### src/rtl/frame_aligner_pkg.sv
// Frame geometry, default FAS bytes and the alignment state encoding shared by
// the frame aligner and its FAS detector.
package frame_aligner_pkg;

   localparam int unsigned FRAME_ROWS = 4;
   localparam int unsigned FRAME_COLS = 1041;
   localparam int unsigned CRC_COL    = FRAME_COLS - 1;
   localparam int unsigned FAS_LEN    = 6;
   localparam int unsigned ROW_W      = 2;
   localparam int unsigned COL_W      = 11;

   localparam logic [8*FAS_LEN-1:0] FAS_DEFAULT = 48'hF6F6F6282828;

   typedef enum logic [1:0] {
      HUNT    = 2'd0,
      PRESYNC = 2'd1,
      SYNC    = 2'd2
   } state_e;

   function automatic logic is_fas_pos(input logic [ROW_W-1:0] row,
                                       input logic [COL_W-1:0] col);
      return (row == '0) && (col < COL_W'(FAS_LEN));
   endfunction

endpackage

### src/rtl/frame_aligner_fas_detector.sv
// Six-byte receive delay line with a FAS comparator over the newest five stored
// bytes plus the incoming byte; the oldest stored byte is the head of the line.
module fas_detector
   import frame_aligner_pkg::*;
#(
   parameter logic [8*FAS_LEN-1:0] PATTERN = FAS_DEFAULT
) (
   input  logic       i_clk,
   input  logic       i_rst_n,
   input  logic [7:0] i_data,
   input  logic       i_valid,
   output logic       o_match,
   output logic [7:0] o_head
);

   logic [FAS_LEN-1:0][7:0] line_q;

   // NOTE: the delay line is reset so that bytes from before a reset can never
   // complete a FAS window afterwards.
   always_ff @(posedge i_clk) begin
      if (!i_rst_n) begin
         line_q <= '0;
      end else if (i_valid) begin
         line_q <= {line_q[FAS_LEN-2:0], i_data};
      end
   end

   assign o_match = i_valid && ({line_q[FAS_LEN-2:0], i_data} == PATTERN);
   assign o_head  = line_q[FAS_LEN-1];

endmodule

### src/rtl/frame_aligner.sv
// Receive frame aligner: hunts for FAS, confirms lock over frames and emits the
// stream six beats late, labelled with row/column and FAS flags.
module frame_aligner
   import frame_aligner_pkg::*;
#(
   parameter logic [8*FAS_LEN-1:0] FAS_PATTERN = FAS_DEFAULT,
   parameter int unsigned          LOF_FRAMES  = 3
) (
   input  logic        i_clk,
   input  logic        i_rst_n,
   input  logic [7:0]  i_rx_data,
   input  logic        i_rx_data_valid,
   output logic [7:0]  o_frame_data,
   output logic        o_frame_data_valid,
   output logic        o_frame_data_fas,
   output logic [1:0]  o_row_cnt,
   output logic [10:0] o_col_cnt,
   output logic        o_in_frame,
   output logic        o_oof,
   output logic        o_fas_err
);

   localparam logic [ROW_W-1:0] ROW_LAST = ROW_W'(FRAME_ROWS - 1);
   localparam logic [COL_W-1:0] COL_LAST = COL_W'(CRC_COL);
   localparam logic [2:0]       LOF_TH   = 3'(LOF_FRAMES);

   state_e           state_q, state_d;
   logic [ROW_W-1:0] row_q, row_d;
   logic [COL_W-1:0] col_q, col_d;
   logic [2:0]       miss_q, miss_d;
   logic [2:0]       miss_inc;
   logic             emit, fas_err_d, check, fas_match;
   logic [7:0]       head_byte;

   fas_detector #(.PATTERN(FAS_PATTERN)) u_fas_detector (
      .i_clk   (i_clk),
      .i_rst_n (i_rst_n),
      .i_data  (i_rx_data),
      .i_valid (i_rx_data_valid),
      .o_match (fas_match),
      .o_head  (head_byte)
   );

   // The head byte labelled with the last position means the window holds the
   // next frame's FAS.
   assign check    = (row_q == ROW_LAST) && (col_q == COL_LAST);
   assign miss_inc = (miss_q == 3'd7) ? miss_q : miss_q + 3'd1;

   // NOTE: every signal driven here gets a default first so no latch is inferred.
   always_comb begin
      state_d   = state_q;
      row_d     = row_q;
      col_d     = col_q;
      miss_d    = miss_q;
      emit      = 1'b0;
      fas_err_d = 1'b0;
      if (i_rx_data_valid) begin
         case (state_q)
            HUNT: begin
               if (fas_match) begin
                  state_d = PRESYNC;
                  row_d   = '0;
                  col_d   = '0;
                  miss_d  = '0;
               end
            end
            PRESYNC, SYNC: begin
               emit = 1'b1;
               if (check) begin
                  if (fas_match) begin
                     state_d = SYNC;
                     miss_d  = '0;
                  end else begin
                     fas_err_d = 1'b1;
                     miss_d    = miss_inc;
                     if ((state_q == PRESYNC) || (miss_inc >= LOF_TH)) begin
                        state_d = HUNT;
                        emit    = 1'b0;
                     end
                  end
               end
               if (emit) begin
                  if (col_q == COL_LAST) begin
                     col_d = '0;
                     row_d = (row_q == ROW_LAST) ? '0 : row_q + 2'd1;
                  end else begin
                     col_d = col_q + 11'd1;
                  end
               end
            end
            default: state_d = HUNT;
         endcase
      end
   end

   // NOTE: all state updates use non-blocking assignments so every register
   // samples the pre-edge values computed above.
   always_ff @(posedge i_clk) begin
      if (!i_rst_n) begin
         state_q            <= HUNT;
         row_q              <= '0;
         col_q              <= '0;
         miss_q             <= '0;
         o_frame_data       <= '0;
         o_frame_data_valid <= 1'b0;
         o_frame_data_fas   <= 1'b0;
         o_row_cnt          <= '0;
         o_col_cnt          <= '0;
         o_in_frame         <= 1'b0;
         o_oof              <= 1'b1;
         o_fas_err          <= 1'b0;
      end else begin
         state_q            <= state_d;
         row_q              <= row_d;
         col_q              <= col_d;
         miss_q             <= miss_d;
         o_frame_data_valid <= emit;
         o_fas_err          <= fas_err_d;
         o_in_frame         <= (state_d == SYNC);
         o_oof              <= (state_d == HUNT);
         if (emit) begin
            o_frame_data     <= head_byte;
            o_row_cnt        <= row_q;
            o_col_cnt        <= col_q;
            o_frame_data_fas <= is_fas_pos(row_q, col_q);
         end
      end
   end

endmodule

### config.mk
export PLATFORM = sky130hd
export DESIGN_NAME = frame_aligner
export DESIGN_NICKNAME = d
export VERILOG_FILES = /design/src/rtl/frame_aligner_pkg.sv /design/src/rtl/frame_aligner_fas_detector.sv /design/src/rtl/frame_aligner.sv
export SDC_FILE = /design/constraint.sdc
export NUM_CORES = 1
export LEC_CHECK = 0
export ABC_CLOCK_PERIOD_IN_PS = 2700
export CAP_MARGIN = 20
export CELL_PAD_IN_SITES_DETAIL_PLACEMENT = 0
export CELL_PAD_IN_SITES_GLOBAL_PLACEMENT = 1
export CORE_ASPECT_RATIO = 2
export CORE_MARGIN = 2
export CORE_UTILIZATION = 44
export CTS_CLUSTER_SIZE = 10
export DETAILED_ROUTE_END_ITERATION = 6
export PLACE_DENSITY = 0.77
export SLEW_MARGIN = 0
export SYNTH_ARGS = -nofsm -noshare
export SYNTH_HDL_FRONTEND = slang
export SYNTH_SLANG_ARGS = --single-unit
### constraint.sdc
create_clock -name i_clk -period 2.7 [get_ports i_clk]
set_input_delay 0.54 -clock i_clk [delete_from_list [all_inputs] [get_ports i_clk]]
set_output_delay 0.54 -clock i_clk [all_outputs]
set_load 0.02 [all_outputs]
Word level (Yosys, flattened, before mapping)
Index checks and enable logic that the tools add are counted.
{"block": "totals", "register_bits": 92, "latchBits": 0, "ramBits": 0, "mem_bits_ro": 0, "input_bits": 11, "output_inout_bits": 26, "wordCells": 75, "memories": 0}
{"block": "classes", "add_sub_neg": 3, "multipliers": 0, "div_mod_pow": 0, "order_cmp": 2, "eq_ne": 11, "shift": 0, "muxes": 28, "bitwise_logic": 0, "n_reduce_logical": 13}
{"op": "$eq A48 B48 Y1 const B", "count": 1}
{"op": "$mux W11", "count": 3}
{"op": "$pmux W11 S2", "count": 1}
{"op": "$mux W2", "count": 9}
{"op": "$mux W3", "count": 4}
{"op": "$reduce_and A4 Y1", "count": 3}
{"op": "$add A11 B1 Y11 const B", "count": 1}
{"op": "$eq A11 B11 Y1 const B", "count": 1}
{"op": "$lt A11 B3 Y1 const B", "count": 1}
{"op": "$mux W1", "count": 8}
{"op": "$ne A2 B2 Y1 const B", "count": 4}
{"op": "$pmux W2 S2", "count": 2}
{"op": "$eq A2 B2 Y1 const B", "count": 3}
{"op": "$logic_not A2 Y1", "count": 3}
{"op": "$pmux W3 S2", "count": 1}
{"op": "$reduce_and A5 Y1", "count": 1}
{"op": "$add A3 B1 Y3 const B", "count": 1}
{"op": "$eq A3 B3 Y1 const B", "count": 1}
{"op": "$ge A3 B2 Y1 const B", "count": 1}
{"op": "$logic_and A1 B1 Y1", "count": 3}
{"op": "$add A2 B1 Y2 const B", "count": 1}
{"op": "$eq A2 B1 Y1 const B", "count": 1}
{"op": "$reduce_bool A2 Y1", "count": 1}
{"op": "$reduce_or A2 Y1", "count": 1}
{"op": "$logic_or A1 B1 Y1", "count": 1}

Depth between registers and ports, before layout
Gate-level depths: netlist (run 1).
{"block": "depth", "word_depth": 11, "ltp_mapped": 9, "ltp_nobuf": 8}

Cells and area by module
From an unflattened synthesis (run 1), not the netlist that was laid out.
{"block": "unflattened", "hier_cells": 416, "hier_area_um2": 4102.7}
{"mod": "frame_aligner", "instances": 1, "cells_each": 236, "area_per_inst_um2": 2098.3, "seq_area_each_um2": 880.8}
{"mod": "fas_detector", "instances": 1, "cells_each": 180, "area_per_inst_um2": 2004.4, "seq_area_each_um2": 960.9}

Least setup slack after synthesis (run 1)
Ideal clock, no wire load.
{"block": "synth_timing", "kind": "input-to-reg", "startpoint": "input i_rx_data_valid", "endpoint": "register o_col_cnt[3]", "setup_ps": 128, "arrival_time_ps": 2421, "required_ps": 2572, "slack_ps": 151, "stages": 8, "cell_sequence": "buf_4 nand2_1 or4_4 or4_4 a21oi_4 buf_6 mux2i_1 nor2_1"}
{"block": "synth_via", "elab_chain_cells": 7}
{"item": "start, declared", "line": "frame_aligner.sv:12", "source": "input logic i_rx_data_valid,"}
{"item": "$logic_and A1 B1 Y1", "line": "frame_aligner_fas_detector.sv:28", "source": "assign o_match = i_valid && ({line_q[FAS_LEN-2:0], i_data} == PATTERN);"}
{"item": "$mux W1", "line": "frame_aligner.sv:70", "source": "if (fas_match) begin"}
{"item": "$mux W1", "line": "frame_aligner.sv:69", "source": "if (check) begin"}
{"item": "$mux W1", "line": "frame_aligner.sv:58", "source": "case (state_q)"}
{"item": "$mux W1", "line": "frame_aligner.sv:57", "source": "if (i_rx_data_valid) begin"}
{"item": "$mux W1", "line": "frame_aligner.sv:58"}
{"item": "$mux W1 (*)", "line": "frame_aligner.sv:57"}
{"item": "end signal, assigned", "line": "frame_aligner.sv:124", "source": "o_col_cnt <= col_q;"}
{"item": "end, declared", "line": "frame_aligner.sv:17", "source": "output logic [10:0] o_col_cnt,"}
Every way passes the cells marked *; elsewhere a longest branch is shown, timed or not. The select of a mux whose other input is x is not followed.
A chain may end at the register's enable or synchronous reset.

Worst setup path after layout (run 1)
{"block": "layout_timing", "startpoint": "input i_rx_data[3]", "endpoint": "register o_col_cnt[8]"}
{"block": "layout_via", "elab_chain_cells": 8}
{"item": "start, declared", "line": "frame_aligner.sv:11", "source": "input logic [7:0] i_rx_data,"}
{"item": "$eq A48 B48 Y1", "line": "frame_aligner_fas_detector.sv:28"}
{"item": "$logic_and A1 B1 Y1", "line": "frame_aligner_fas_detector.sv:28"}
{"item": "$mux W1", "line": "frame_aligner.sv:70"}
{"item": "$mux W1", "line": "frame_aligner.sv:69"}
{"item": "$mux W1", "line": "frame_aligner.sv:58"}
{"item": "$mux W1", "line": "frame_aligner.sv:57"}
{"item": "$mux W1", "line": "frame_aligner.sv:58"}
{"item": "$mux W1", "line": "frame_aligner.sv:57"}
No other way between the ends. The select of a mux whose other input is x is not followed.

==> results of run 1 <==
[power breakdown]
part | switching (mW) | internal, mW | total, mW
clock network | 0.501 | 0.695 | 1.20
registers | 0.0144 | 1.37 | 1.39
logic | 0.0608 | 0.0487 | 0.109
total | 0.576 | 2.12 | 2.69
[cells by family (layout without fill, tap and decap cells)]
family,after synthesis,in the layout
multiplexers,69,69
AND/OR/NAND/NOR,168,168
buffers and inverters,30,86
flip-flops,92,92
adder cells (fa/ha/maj),8,8
AO/OA/AOI/OAI,46,46
[sequential cells by signal (all words and copies together), names as in the netlist, named ones only]
register               flops
u_fas_detector.line_q     40
col_q                     11
o_col_cnt                 11
o_frame_data               8
u_fas_detector.o_head      8
miss_q                     3
o_row_cnt                  2
row_q                      2
o_fas_err                  1
o_frame_data_fas           1
o_frame_data_valid         1
o_in_frame                 1
o_oof                      1
state_q                    1
[stage by stage]
step | std cells | hold WS (ns) | total power, mW
after global routing | 569 | 0.493 | 2.78
after detailed placement | 551 | 0.466 | 1.52
after CTS | 567 | 0.477 | 2.71
final | 569 | 0.475 | 2.69
after floorplan | 413 | 0.450 | 1.48
after global placement | 551 | 0.467 | 1.52
[how the worst min path moves through the flow]
stage,start,endpoint,cells after the start
detailed placement,u_fas_detector.o_head[5]$_SDFFE_PN0P_,u_fas_detector.o_head[5]$_SDFFE_PN0P_,2
floorplan,u_fas_detector.o_head[5]$_SDFFE_PN0P_,u_fas_detector.o_head[5]$_SDFFE_PN0P_,2
CTS,u_fas_detector.o_head[5]$_SDFFE_PN0P_,u_fas_detector.o_head[5]$_SDFFE_PN0P_,2
finish,u_fas_detector.o_head[5]$_SDFFE_PN0P_,u_fas_detector.o_head[5]$_SDFFE_PN0P_,2
global placement,u_fas_detector.o_head[5]$_SDFFE_PN0P_,u_fas_detector.o_head[5]$_SDFFE_PN0P_,2
global route,u_fas_detector.o_head[5]$_SDFFE_PN0P_,u_fas_detector.o_head[5]$_SDFFE_PN0P_,2
[timing repair]
| item | CTS | global route |
|---|---|---|
| pin swaps | 1 | 8 |
| hold endpoints to repair | 0 | 0 |
| gates resized for setup | 0 | 11 |
| buffers inserted | 0 | 1 |
| setup endpoints to repair | 1 | 34 |
| gates cloned | 0 | 1 |
[per-layer routing]
layer / share of wire, % / routed length (um) / vias up / global-route usage (%)
li1: - / - / 1564 / -
met1: 40 / 3750 / 1475 / 22.0
met2: 55 / 5210 / 64 / 37.5
met3: 2.5 / 237 / 19 / 2.78
met4: 3.0 / 289 / 0 / 9.12
met5: 0 / 0 / - / 0
[layout make-up]
cell class / instances / area share [%]
Clock buffer: 12 / 5.49
Clock inverter: 4 / 0.464
Inverter: 11 / 0.850
Multi-Input combinational cell: 291 / 41.0
Sequential cell: 92 / 37.9
Tap cell: 100 / 2.58
Timing Repair Buffer: 59 / 11.7
[cells in the final DEF, fill, tap and decap left out, types with 4 or more instances in the layout]
| cell | Yosys | final |
|---|---|---|
| nand2_1 | 15 | 14 |
| o21ai_0 | 11 | 11 |
| clkbuf_16 | 0 | 10 |
| clkdlybuf4s50_1 | 0 | 33 |
| or3_1 | 7 | 7 |
| nand4_1 | 8 | 8 |
| o22ai_1 | 6 | 6 |
| and2_1 | 5 | 5 |
| mux2i_1 | 69 | 69 |
| a21oi_1 | 12 | 12 |
| and4b_1 | 4 | 4 |
| nand3_1 | 10 | 10 |
| o211ai_1 | 5 | 5 |
| dfxtp_1 | 92 | 92 |
| nor2_1 | 83 | 83 |
| inv_1 | 10 | 10 |
| ha_1 | 8 | 8 |
| buf_4 | 1 | 20 |
[critical path, delay by kind of cell]
kind            cells  cell delay (ns)
mux                 1             0.18
simple gates        4             1.07
compound gates      1             0.29
buf+inv             2             0.71
==> flow_summary.json, run 1 <==
{
  "outcome": "finished, final reports clean",
  "post-synth-top-count-cell": "dfxtp_1",
  "syn_nets": 432,
  "grt_pass1_vias": 3101,
  "insertion_delay_ns": 0.33,
  "crit_start": "i_rx_data[3]",
  "drv_cap": 0,
  "synth_common_cells": "dfxtp_1, nor2_1, mux2i_1, nand2_1",
  "nNetsFinal": 483,
  "core_area_um2": 8650,
  "die_y_um": 138,
  "yosys-top-cells-area": "dfxtp_1, mux2i_1, nor2_1, ha_1, a21oi_1",
  "ir_drop_uv": 425,
  "drc_errors": 0,
  "r2r_slack_ns": 0.28,
  "p_leak_nw": 1.87,
  "synth.distinct_cells": 44,
  "root_buffer": "clkbuf_16",
  "skew_ns": 0.00653,
  "hold_path.class": "reg -> reg",
  "multi_input_comb_area_um2": 1990,
  "maxSlewViolCount": 0,
  "layout_min_cycle_time_ns": 2.58,
  "synth_top_family_by_area": "simple AND/OR/NAND/NOR gates",
  "end_kind": "flip-flop",
  "slowest_stage": "or4_4",
  "ys_seq_area_share_pct": 46.9,
  "ctsHtreeMaxLevel": 3,
  "endpoint": "o_col_cnt[8]$_SDFFE_PN0P_",
  "path_cells": "clkdlybuf4s50_1 > nor4bb_2 > nand4_1 > or4_4 > a21oi_4 > clkbuf_16 > mux2i_1 > nor2_1",
  "io_pins": 37,
  "area_growth_pct": 23.8,
  "drive_gt1_share_pct": 11.7,
  "powerDensity_nw_per_um2": 554,
  "setup_slack_ns": 0.116,
  "routed_wl_um": 9490,
  "post_drt_wl_per_cell_um": 16.7,
  "yosys.area.top_type": "dfxtp_1",
  "cts_tree": "built",
  "drt-pass1-iter-count": 4,
  "syn_inst": 413,
  "drtIter0Drc": 225,
  "nFillCells": 829,
  "antenna_found_initial": 0,
  "synth.avg_cell_area_um2": 9.50,
  "hold_buffers": 0,
  "synth_top_area_share_pct": 46.9,
  "num_antenna_cells": 0,
  "hold_viol_final": 0,
  "synth_warnings": 0,
  "die_x_um": 70.8,
  "rr_endpoint": "o_oof$_SDFF_PN1_",
  "vias": 3122,
  "ff_latch_area_um2": 1840,
  "gp_congestion": 0.882,
  "synth-seq-cells": 92,
  "slew_headroom_pct": 44.8,
  "initial_core_util_pct": 45.4,
  "async_flop_share_pct": 0,
  "io_buffers": 36,
  "overflow": 0,
  "fmax_ghz": 0.387,
  "grt_max_degree": 55,
  "finalCritPeriodShare_pct": 95.7,
  "hpwl_um": 6750,
  "track_usage_pct": 20.1,
  "path_class": "in -> reg",
  "ant_nets": 0,
  "via_per_inst": 5.49,
  "synth_compound_area_share_pct": 7.33,
  "syn_area_um2": 3920,
  "cpPeakStageDelay_ns": 0.59,
  "critPathRequiredTime_ns": 2.90,
  "synth_simple_gate_area_share_pct": 22.2,
  "worst_ep_arrival_time_ns": 2.79,
  "std_cell_rows": 48,
  "placed_cell_area_um2": 4480,
  "pre_cts_ws_ns": -0.338,
  "cts.path.max_buffers": 2,
  "tightestPinTransition_ns": 0.827,
  "fin_area_um2": 4860,
  "fin_util_pct": 56.2,
  "path_max_fanout": 7,
  "synth-edff-count": 0,
  "numCtsBuffers": 9,
  "setup_tns_ns": 0,
  "synthXorXnorAreaFrac_pct": 0,
  "grt_pass1_wl_um": 15400,
  "clk_pin_slew_ns": 0.06,
  "cts.sinks": 92,
  "synthMuxAreaShare_pct": 17.6,
  "start_kind": "primary input",
  "setup_viol": 0,
  "yosys.area_share.adder_pct": 2.55,
  "die_area_um2": 9740,
  "synthFlopType": "dfxtp_1",
  "reg2regPathDepth": 7,
  "r2r_start": "miss_q[0]$_SDFFE_PN0P_"
}
(Power assumes the default switching activity.)
==> run 2: changes to the inputs <==
Settings changed: SLEW_MARGIN 0 to 20.
==> results of run 2 <==
Final layout, timing and power as in run 1 (identical DEF).
==> run 3: changes to the inputs <==
Settings changed: ABC_AREA from default to 1, CORE_UTILIZATION 44 to 41, PLACE_DENSITY 0.77 to 0.76.
==> run 3 against run 2 <==
Compared with the run above: setup slack gained 0.32 ns; combinational power grew 34%; via count grew 23%; critical path type unchanged; critical endpoint is now col_q[5]$_SDFFE_PN0P_; largest cell class unchanged.
==> flow_summary.json, run 3 <==
{
  "outcome": "finished, final reports clean",
  "tightestPinTransition_ns": 0.554,
  "r2r_start": "miss_q[0]$_SDFFE_PN0P_",
  "root_buffer": "clkbuf_16",
  "syn_inst": 593,
  "synth_common_cells": "nor2_1, nand2_1, dfxtp_1, o21ai_0, a21oi_1",
  "setup_viol": 0,
  "num_antenna_cells": 0,
  "drv_cap": 0,
  "drtIter0Drc": 138,
  "gr-max-usage-layer": "met2",
  "hpwl_um": 7700,
  "reg2regPathDepth": 9,
  "worst_ep_arrival_time_ns": 2.53,
  "io_pins": 37,
  "hold-path-cell-count": 2,
  "layout_min_cycle_time_ns": 2.26,
  "drive_gt1_share_pct": 6.75,
  "met1_usage_pct": 20.4,
  "synthFlopType": "dfxtp_1",
  "numCtsBuffers": 9,
  "hold_path.class": "reg -> reg",
  "overflow": 0,
  "drc_errors": 0,
  "std_cell_rows": 52,
  "ant_nets": 0,
  "ys_seq_area_share_pct": 44.0,
  "synth-edff-count": 0,
  "regMostFlops": "u_fas_detector.line_q",
  "setup_tns_ns": 0,
  "synth-seq-cells": 92,
  "die_x_um": 75.5,
  "nNetsFinal": 637,
  "die_y_um": 147,
  "end_kind": "flip-flop",
  "track_usage_pct": 20.7,
  "io_buffers": 36,
  "final_cells": 757,
  "cts_tree": "built",
  "rr_endpoint": "o_frame_data_fas$_SDFFE_PN0P_",
  "layout_common_cells": "nor2_1, nand2_1, dfxtp_1, o21ai_0, a21oi_1",
  "post_drt_wl_per_cell_um": 14.2,
  "cts.path.max_buffers": 2,
  "clk_pin_slew_ns": 0.07,
  "antenna_found_initial": 0,
  "drt-pass1-iter-count": 4,
  "die_area_um2": 11100,
  "path_class": "in -> reg",
  "area_growth_pct": 18.0,
  "post-synth-top-count-cell": "nor2_1",
  "rsz0062_at_grt": "no",
  "routed_wl_um": 10700,
  "vias": 3827,
  "ctsHtreeMaxLevel": 3,
  "finalCritPeriodShare_pct": 83.7,
  "syn_nets": 612,
  "largest_reg_flops": 40,
  "synth.avg_cell_area_um2": 7.06,
  "mostFrequentLayoutCell": "nor2_1",
  "hold_end": "o_col_cnt[7]$_SDFFE_PN0P_",
  "placedCellCount": 742,
  "met2_usage_pct": 39.3,
  "fmax_ghz": 0.443,
  "critPathRequiredTime_ns": 2.97,
  "r2r_slack_ns": 0.59,
  "grt_pass1_wl_um": 17400,
  "async_flop_share_pct": 0,
  "skew_ns": 0.00708,
  "cts.sinks": 92,
  "synth_top_area_share_pct": 44.0,
  "insertion_delay_ns": 0.34,
  "synth_warnings": 0,
  "via_per_inst": 5.06,
  "syn_area_um2": 4190,
  "hold_viol_final": 0,
  "grt_max_degree": 58,
  "hold_buffers": 0,
  "post_cts_buffers": 0,
  "slew_headroom_pct": 63.1,
  "start_kind": "primary input",
  "ctsResizeCount": 0,
  "initial_core_util_pct": 41.8,
  "synth.distinct_cells": 39,
  "top_regs": "u_fas_detector.line_q x40, col_q x11, o_col_cnt x11",
  "core_area_um2": 10000,
  "path_max_fanout": 56,
  "grtUsageMet3_pct": 2.88,
  "worstHoldStart": "o_col_cnt[7]$_SDFFE_PN0P_",
  "gp_congestion": 0.876,
  "yosys.area.top_type": "dfxtp_1",
  "grt_pass1_vias": 3682,
  "powerDensity_nw_per_um2": 595,
  "yosys-top-cells-area": "dfxtp_1, nor2_1, nand2_1, o21ai_0, a21oi_1",
  "ir_drop_uv": 492,
  "maxSlewViolCount": 0,
  "p_leak_nw": 1.90
}
-- run 3: cell count changes in the layout (fill, tap and decap cells not counted), sizes merged, moves of 5 or more --
cell	change
nand2	+102
mux2i	-69
nor2	+48
a21oi	+40
o21ai	+40
inv	+32
nand3	+31
buf	-16
or3	-7
nor4bb	-6
o22ai	-6
or4	-6
and2	-5
o211ai	-5
-- run 3: worst max-delay path: stages --
cell and delay, ns:
clkdlybuf4s50_1 0.47, buf_4 0.43, o21ai_0 0.25, a21oi_4 0.29, nand2_4 0.18, clkinv_2 0.15, nand2_1 0.06, a21oi_1 0.13
-- run 3: worst max-delay path by stage --
stage	start	end	slack, ns	depth (start not counted)
6_report	i_rx_data_valid	col_q[5]$_SDFFE_PN0P_	0.44	8
5_1_grt	i_rx_data_valid	col_q[9]$_SDFFE_PN0P_	0.26	8
4_1_cts	i_rx_data_valid	col_q[5]$_SDFFE_PN0P_	0.47	8
3_5_place_dp	i_rx_data_valid	col_q[5]$_SDFFE_PN0P_	0.12	8
3_3_place_gp	i_rx_data_valid	col_q[0]$_SDFFE_PN0P_	0.15	8
2_1_floorplan	i_rx_data_valid	col_q[4]$_SDFFE_PN0P_	0.91	10
-- run 3: layer usage --
metal / vias to the layer above / wire length, um
met5: - / 0
met4: 0 / 354
met1: 1769 / 3910
li1: 1963 / -
met3: 29 / 209
met2: 66 / 6270
-- run 3: stage by stage --
step           area (um^2)  hold slack, ns  worst slack [ns]  utilization, %  power [mW]
5_1_grt               4940           0.484             0.255            49.3        3.06
2_1_floorplan         4190           0.442             0.909               -        1.56
4_1_cts               4940           0.462             0.472            49.3        2.98
3_5_place_dp          4620           0.451             0.117            46.1        1.61
6_report              4940           0.461             0.440            49.3        2.94
3_3_place_gp          4620           0.448             0.155            46.1        1.61
-- run 3: cells by family after synthesis --
group	synth area share (%)
adders and majority gates	2.39
AOI/OAI and AO/OA	14.1
buffers and inverters	7.53
and+or+nand+nor	31.6
xor gates and xnor gates	0.418
DFF	44.0
-- run 3: final cells by class --
type,count,area (um^2)
timing repair buffer,43,413
tap,135,169
inverter,44,166
multi-input combinational,428,2030
clock buffer,9,225
fill,1062,5080
clock inverter,6,96.3
sequential,92,1840
-- run 3: power by group --
part | switching (mW) | internal (mW) | leakage, nW
Clock | 0.546 | 0.817 | 0.154
Combinational | 0.0931 | 0.0529 | 0.993
Sequential | 0.0297 | 1.40 | 0.751
Total | 0.668 | 2.27 | 1.90
